$ cat src/rtl/lab1_serial_alu.sv
// Bit-serial ALU: one slice per clock, LSB first, carry kept in a flop between bits.
// Optional ALU_ZERO_FLAG_EN adds a registered result-zero flag z.
module lab1_serial_alu #(
   parameter int WIDTH = 4,
   parameter int CNT_W = 3
) (
   input  logic             clk,
   input  logic             rst,
   input  logic             start,
   input  logic [WIDTH-1:0] a,
   input  logic [WIDTH-1:0] b,
   input  logic             c,
   input  logic [1:0]       aluctr,
   output logic             busy,
   output logic             done,
   output logic [WIDTH-1:0] d,
   output logic [1:0]       dbg_state,
   output logic             e
`ifdef ALU_ZERO_FLAG_EN
   ,
   output logic             z
`endif
);

   // Handshake: start is a request accepted only in IDLE; done is a one-cycle
   // pulse marking d/e (and z) valid; busy is high exactly while bits are processed.
   typedef enum logic [1:0] {IDLE = 2'd0, RUN = 2'd1, DONE = 2'd2} state_t;

   localparam logic [1:0]       OP_AND = 2'b00;
   localparam logic [1:0]       OP_OR  = 2'b01;
   localparam logic [1:0]       OP_SUB = 2'b11;
   localparam logic [CNT_W-1:0] LAST   = CNT_W'(WIDTH - 1);

   state_t           state;
   logic [CNT_W-1:0] cnt;
   logic             cy;
   logic [WIDTH-1:0] ra, rb;
   logic [1:0]       op;

   logic             ai, bi, sum_bit, cy_next, res_bit;
   logic [WIDTH-1:0] d_next;

   always_comb begin
      ai      = ra[0];
      bi      = (op == OP_SUB) ? ~rb[0] : rb[0];
      sum_bit = ai ^ bi ^ cy;
      cy_next = (ai & bi) | (ai & cy) | (bi & cy);
      case (op)
         OP_AND:  res_bit = ai & bi;
         OP_OR:   res_bit = ai | bi;
         default: res_bit = sum_bit;
      endcase
      d_next = {res_bit, d[WIDTH-1:1]};
   end

   assign dbg_state = state;

   always_ff @(posedge clk) begin
      if (rst) begin
         state <= IDLE;
         cnt   <= '0;
         cy    <= 1'b0;
         ra    <= '0;
         rb    <= '0;
         op    <= '0;
         busy  <= 1'b0;
         done  <= 1'b0;
         d     <= '0;
         e     <= 1'b0;
`ifdef ALU_ZERO_FLAG_EN
         z     <= 1'b0;
`endif
      end else begin
         case (state)
            IDLE: begin
               if (start) begin
                  ra    <= a;
                  rb    <= b;
                  cy    <= c;
                  op    <= aluctr;
                  d     <= '0;
                  cnt   <= '0;
                  busy  <= 1'b1;
`ifdef ALU_ZERO_FLAG_EN
                  z     <= 1'b0;
`endif
                  state <= RUN;
               end
            end
            RUN: begin
               d   <= d_next;
               ra  <= ra >> 1;
               rb  <= rb >> 1;
               cnt <= cnt + 1'b1;
               // Logic ops keep the carry flop at its initial c value.
               if (op[1]) cy <= cy_next;
               if (cnt == LAST) begin
                  e     <= op[1] & cy_next;
                  busy  <= 1'b0;
                  done  <= 1'b1;
`ifdef ALU_ZERO_FLAG_EN
                  z     <= (d_next == '0);
`endif
                  state <= DONE;
               end
            end
            DONE: begin
               done  <= 1'b0;
               state <= IDLE;
            end
            default: state <= IDLE;
         endcase
      end
   end

endmodule

$ cat config.mk
export PLATFORM = sky130hd
export DESIGN_NAME = lab1_serial_alu
export DESIGN_NICKNAME = d
export VERILOG_FILES = /design/src/rtl/lab1_serial_alu.sv
export SDC_FILE = /design/constraint.sdc
export NUM_CORES = 1
export LEC_CHECK = 0
export BUFFER_PORTS_ARGS = -buffer_cell sky130_fd_sc_hd__buf_2
export CAP_MARGIN = 20
export CELL_PAD_IN_SITES_DETAIL_PLACEMENT = 0
export CELL_PAD_IN_SITES_GLOBAL_PLACEMENT = 2
export CORE_MARGIN = 5
export CORE_UTILIZATION = 33
export DETAILED_ROUTE_END_ITERATION = 7
export PLACE_DENSITY_LB_ADDON = 0.1
export SLEW_MARGIN = 20
export SYNTH_ARGS = -nofsm -noshare
export SYNTH_HDL_FRONTEND = slang
export SYNTH_SLANG_ARGS = --single-unit
$ cat constraint.sdc
create_clock -name clk -period 3.4 [get_ports clk]
set_input_delay 0.34 -clock clk [delete_from_list [all_inputs] [get_ports clk]]
set_output_delay 0.34 -clock clk [all_outputs]
set_load 0.02 [all_outputs]
==> results.py, run 1 <==
metrics = {
    "critical_path": {
        "required_ns": 3.60,
        "slowest_stage": "dfxtp_1",
        "cp_max_fo": 7,
        "endpoint_kind": "flip-flop",
        "crit_type": "reg -> reg",
        "path_cells": "nand2_1, xnor2_1, fa_1, nand2b_1, o311ai_0, a21oi_1",
        "slowest_delay_ns": 0.47,
        "start_kind": "flip-flop",
        "arrival_ns": 1.95,
        "crit_family": "flip-flops",
        "path_buf_inv": 0,
    },
    "run_status": {
        "status": "completed",
    },
    "logic_synthesis": {
        "ys.flop_type": "dfxtp_1",
        "synth_fp_nets": 133,
        "synth_area_mm2": 0.00104,
        "seq_area_frac_synth": 0.444,
        "synth_cell_type_count": 31,
        "yosysWarningCount": 0,
        "postSynthAreaPerCell_um2": 9.09,
        "synthCells": 114,
        "ys_ff_latch": 23,
        "synth-async-reset-ratio": 0,
        "synth-edff-count": 0,
    },
    "sta": {
        "tightestPinTransition_ns": 1.02,
        "timing.fmax_mhz": 570,
        "post-route-period-util": 0.516,
        "layout_setup_ws_ns": 1.65,
        "final_max_slew_viol_count": 0,
        "setup_viol": 0,
        "whs_ns": 0.258,
        "slew_headroom": 0.318,
        "fin_setup_tns_ns": 0,
        "rsz0062_at_grt": "no",
        "hold_viol": 0,
        "finalCriticalPeriod_ns": 1.75,
        "skew_ns": 0.00439,
    },
    "clocking": {
        "post-cts-setup-buffers": 0,
        "insertion_delay_ns": 0.31,
        "htree_levels": 1,
        "cts_tree": "built",
        "ctsRootBufferMaster": "clkbuf_4",
        "postCtsHoldBufs": 0,
        "cts_resized": 0,
        "cts.sinks": 23,
        "clock_path_buffers": 2,
        "cts_made_buffers": 3,
        "clkTransAtPathRegs_ns": 0.13,
    },
    "placement": {
        "place_inst": 173,
        "place_area_mm2": 0.00115,
        "pre_cts_slack_ns": 1.63,
        "io_buffers": 22,
        "dp_hpwl_mm": 1.57,
        "place.gp.congestion": 0.722,
    },
    "floorplanning": {
        "die_w_um": 66.0,
        "ioPinCount": 23,
        "core-area_mm2": 0.00303,
        "start_util": 0.342,
        "num_rows": 20,
        "die_h_um": 66.0,
        "die-area_mm2": 0.00436,
    },
    "cells_and_area": {
        "drive_above_1_share": 0.218,
        "final_core_util": 0.390,
        "fill_cells": 321,
        "nNetsFinal": 153,
        "stdcell_count": 177,
        "design_area_mm2": 0.00118,
        "diodes": 0,
        "syn2layout_area_growth_pct": 14.1,
    },
    "worst_hold_path": {
        "hold_class": "in -> reg",
    },
    "grt": {
        "grt_max_degree": 24,
        "grt_pass1_wl_mm": 3.83,
        "grt_util_all_layers": 0.113,
        "grt_pass1_vias": 865,
        "gr-total-overflow": 0,
        "antenna_found_initial": 0,
    },
    "power": {
        "clkPwrFrac": 0.254,
        "switchingPower_mw": 0.138,
        "p_per_area_mw_per_mm2": 421,
        "intPower_mw": 0.361,
        "finalPower_mw": 0.498,
        "power_frac_comb": 0.148,
        "p_leak_nw": 0.502,
        "switching_share": 0.277,
        "ir_drop_uv": 144,
        "pwr-share-seq": 0.598,
    },
    "routing": {
        "drt_wl_total_mm": 2.17,
        "avgViaCountPerCell": 4.68,
        "drc_errors": 0,
        "dr.first_iter.drc_count": 39,
        "first_pass_iters": 4,
        "vias": 829,
        "ant_nets": 0,
        "wire_per_inst_um": 12.3,
    },
    "job": {
        "drv_cap": 0,
    },
}
[tightest hold or removal path: stages]
cell and delay, ns:
buf_2 0.09, nand2_1 0.04, a211oi_1 0.05
[worst paths after layout]
check / start / endpoint / slack [ns] / cells past startpoint
setup reg to reg: op[1]$_SDFFE_PP0P_ / d[3]$_SDFFE_PP0P_ / 1.65 / 6
setup / recovery: op[1]$_SDFFE_PP0P_ / d[3]$_SDFFE_PP0P_ / 1.65 / 6
hold reg to reg: e$_SDFFE_PP0P_ / e$_SDFFE_PP0P_ / 0.46 / 2
hold / removal: b[1] / rb[1]$_SDFFE_PP0P_ / 0.26 / 3
[cell usage in the layout (no fill, tap or decap)]
cell type	instances
nor2_1	19
nand2_1	8
clkinv_2	1
nor2b_1	3
o21ba_2	1
o311ai_0	1
a221oi_1	1
o21bai_1	1
clkbuf_4	3
o21ai_0	1
a2111oi_1	1
nor3b_4	1
ha_1	4
nand4_1	1
mux2i_1	2
and2b_1	1
nand3b_1	1
o221a_2	1
a2bb2oi_1	1
xnor2_1	1
or2b_1	1
a21oi_1	12
a22oi_1	6
nand2b_1	2
a211oi_1	6
inv_1	6
buf_2	22
nor3b_1	1
dfxtp_1	23
fa_1	1
[power by group through the flow]
stage	clock, mW	combinational [mW]	sequential [mW]
finish	0.127	0.0735	0.298
global route	0.151	0.0857	0.301
CTS	0.137	0.0761	0.298
detailed placement	0	0.0758	0.304
global placement	0	0.0753	0.304
floorplan	0	0.0554	0.303
[layout make-up]
cell class | instances | area (um2) | share of cell area
Timing Repair Buffer | 22 | 110 | 0.0931
Clock inverter | 1 | 5.00 | 0.00423
Sequential cell | 23 | 460 | 0.389
Tap cell | 44 | 55.1 | 0.0466
Clock buffer | 3 | 22.5 | 0.0190
Inverter | 6 | 22.5 | 0.0190
Multi-Input combinational cell | 78 | 507 | 0.429
[routing by layer]
layer,vias up,track usage,wire length [um]
met4,0,0.0431,13
met1,381,0.149,1130
li1,431,-,-
met2,15,0.179,952
met3,2,0.0255,82
met5,-,0,0
[kinds of logic after synthesis]
family,share of synthesized area
multiplexers,0.0193
XOR/XNOR,0.00846
buffers and inverters,0.0664
AND/OR/NAND/NOR,0.181
adder cells (fa/ha/maj),0.0676
AO/OA/AOI/OAI,0.213
flip-flops,0.444
[flip-flops by register name (all words and copies together) (netlist names)]
register   flops
dbg_state      2
busy           1
ra             4
rb             4
e              1
op             2
cy             1
d              4
cnt            3
done           1
[Yosys cell counts (2+ instances only)]
master,number,area share
buf_6,2,0.022
mux2i_1,2,0.019
a22oi_1,6,0.043
dfxtp_1,23,0.44
nor2_1,19,0.069
a211oi_1,6,0.043
inv_1,6,0.022
clkbuf_1,3,0.011
nand2b_1,2,0.012
nor2b_1,3,0.018
nand2_1,8,0.029
a21oi_1,12,0.058
ha_1,4,0.048
Power figures use the tool's default switching activity.
==> run 2, diff against run 1 <==
- CORE_UTILIZATION: 33 -> 28
- clock period: 3.4 -> 1.6 ns (I/O delays scaled with it)
==> run 2 against run 1 <==
Clock skew fell by 0.0011 ns. Cell area grew 8.0%. Critical path depth unchanged. Sequential cell count is the same. Cell count rose by 5.6%. Core utilization fell by 3.9 points. Total power increased by 140%. First-iteration DRC count down 46%. Register-to-register slack lost 1.5 ns. Critical path type unchanged. Largest cell class unchanged. Largest power group unchanged.
==> results.py, run 2 (synthesis results as in run 1) <==
metrics = {
    "cells_and_area": {
        "seq_area_um2": 462,
        "drive_above_1_share": 0.273,
        "largest_registers": "d (4), ra (4), rb (4)",
        "final_cell_mix": "dfxtp_1, buf_2, nor2_1, a21oi_1, nand2_1",
        "stdcell_count": 187,
        "syn2layout_area_growth_pct": 23.3,
        "design_area_mm2": 0.00128,
        "diodes": 0,
        "multiInputGateArea_um2": 519,
        "fill_cells": 398,
        "nNetsFinal": 159,
    },
    "critical_path": {
        "crit_type": "reg -> reg",
        "slowest_stage": "fa_1",
        "rr_endpoint": "d[3]$_SDFFE_PP0P_",
        "cp_max_fo": 4,
        "slowest_delay_ns": 0.44,
        "worstRegToRegCells": 6,
        "path_cells": "nand2_1, xnor2_2, fa_1, nand2b_1, o311ai_1, a21oi_1",
        "required_ns": 1.75,
        "r2r_slack_ns": 0.11,
        "regToRegStartpoint": "op[0]$_SDFFE_PP0P_",
        "crit_family": "adder cells",
        "path_buf_inv": 0,
        "arrival_ns": 1.64,
        "endpoint_kind": "flip-flop",
        "start_kind": "flip-flop",
    },
    "clocking": {
        "clock_path_buffers": 2,
        "postCtsHoldBufs": 0,
        "htree_levels": 1,
        "cts_made_buffers": 3,
        "cts_tree": "built",
        "post-cts-setup-buffers": 0,
        "ctsRootBufferMaster": "clkbuf_8",
        "cts.sinks": 23,
        "insertion_delay_ns": 0.27,
        "clkTransAtPathRegs_ns": 0.09,
    },
    "power": {
        "p_leak_nw": 0.554,
        "ir_drop_uv": 353,
        "finalPower_mw": 1.19,
        "p_per_area_mw_per_mm2": 934,
    },
    "sta": {
        "post-route-period-util": 0.930,
        "final_max_slew_viol_count": 0,
        "hold_viol": 0,
        "fin_setup_tns_ns": 0,
        "setup_viol": 0,
        "slew_headroom": 0.706,
        "timing.fmax_mhz": 672,
        "finalCriticalPeriod_ns": 1.49,
        "tightestPinTransition_ns": 0.440,
        "skew_ns": 0.00331,
        "rsz0062_at_grt": "no",
    },
    "floorplanning": {
        "start_util": 0.285,
        "core-area_mm2": 0.00363,
        "ioPinCount": 23,
        "num_rows": 22,
        "die-area_mm2": 0.00502,
        "die_w_um": 70.8,
        "die_h_um": 70.8,
    },
    "placement": {
        "place_area_mm2": 0.00122,
        "place.gp.congestion": 0.665,
        "dp_hpwl_mm": 1.75,
        "place_inst": 183,
        "io_buffers": 22,
    },
    "routing": {
        "drc_errors": 0,
        "ant_nets": 0,
        "vias": 863,
        "avgViaCountPerCell": 4.61,
        "drt_wl_total_mm": 2.38,
        "first_pass_iters": 4,
        "wire_per_inst_um": 12.7,
        "dr.first_iter.drc_count": 21,
    },
    "grt": {
        "grt_pass1_vias": 827,
        "grt_max_degree": 24,
        "gr-total-overflow": 0,
        "grt_util_all_layers": 0.100,
        "antenna_found_initial": 0,
        "grt_pass1_wl_mm": 3.97,
    },
    "worst_hold_path": {
        "min_from": "aluctr[0]",
        "whs_endpoint": "op[0]$_SDFFE_PP0P_",
        "whs_path_depth": 3,
        "hold_class": "in -> reg",
    },
    "run_status": {
        "status": "completed",
    },
    "job": {
        "drv_cap": 0,
    },
}
-- run 2: cell type report --
| cell class | count | area share |
|---|---|---|
| repair buffers | 28 | 0.131 |
| clock buffers | 3 | 0.0323 |
| flip-flops and latches | 23 | 0.361 |
| clock inverters | 1 | 0.00392 |
| multi-input cells | 78 | 0.406 |
| inverters | 6 | 0.0176 |
| well taps | 48 | 0.0470 |
-- run 2: repair_timing --
item	CTS	global route
hold endpoints to repair	0	0
setup endpoints to repair	0	2
gates resized for setup	0	4
-- run 2: worst max path at each step --
| stage | startpoint | endpoint | depth (start not counted) |
|---|---|---|---|
| floorplan | op[1]$_SDFFE_PP0P_ | d[3]$_SDFFE_PP0P_ | 6 |
| detailed placement | op[0]$_SDFFE_PP0P_ | d[3]$_SDFFE_PP0P_ | 6 |
| global placement | op[0]$_SDFFE_PP0P_ | d[3]$_SDFFE_PP0P_ | 6 |
| finish | op[0]$_SDFFE_PP0P_ | d[3]$_SDFFE_PP0P_ | 6 |
| CTS | op[0]$_SDFFE_PP0P_ | d[3]$_SDFFE_PP0P_ | 6 |
| global route | dbg_state[0]$_SDFFE_PP0P_ | ra[0]$_SDFFE_PP0P_ | 4 |
-- run 2: stage by stage --
step	hold WS (ns)	utilization	worst slack [ns]
finish	0.123	0.352	0.112
global route	0.133	0.352	0.000428
CTS	0.122	0.348	0.00909
detailed placement	0.410	0.335	0.0327
global placement	0.399	0.335	0.0776
floorplan	0.237	-	0.0275
-- run 2: report_power, final --
part           leakage, nW  switching (mW)  internal [mW]  total (mW)
logic                0.340          0.0981         0.0909       0.189
registers            0.189          0.0266          0.605       0.631
clock network       0.0255           0.199          0.174       0.373
-- run 2: metal layers --
layer / vias to the layer above / share of wire / GRT usage
met3: 5 / 0.037 / 0.0213
met1: 394 / 0.51 / 0.135
li1: 448 / - / -
met2: 16 / 0.43 / 0.150
met4: 0 / 0.021 / 0.0501
met5: - / 0 / 0
-- run 2: worst min-delay path: cells and delay by family --
kind                   cells  cell delay, ns
buffers and inverters      1            0.08
AND/OR/NAND/NOR            1            0.07
multiplexers               1            0.05
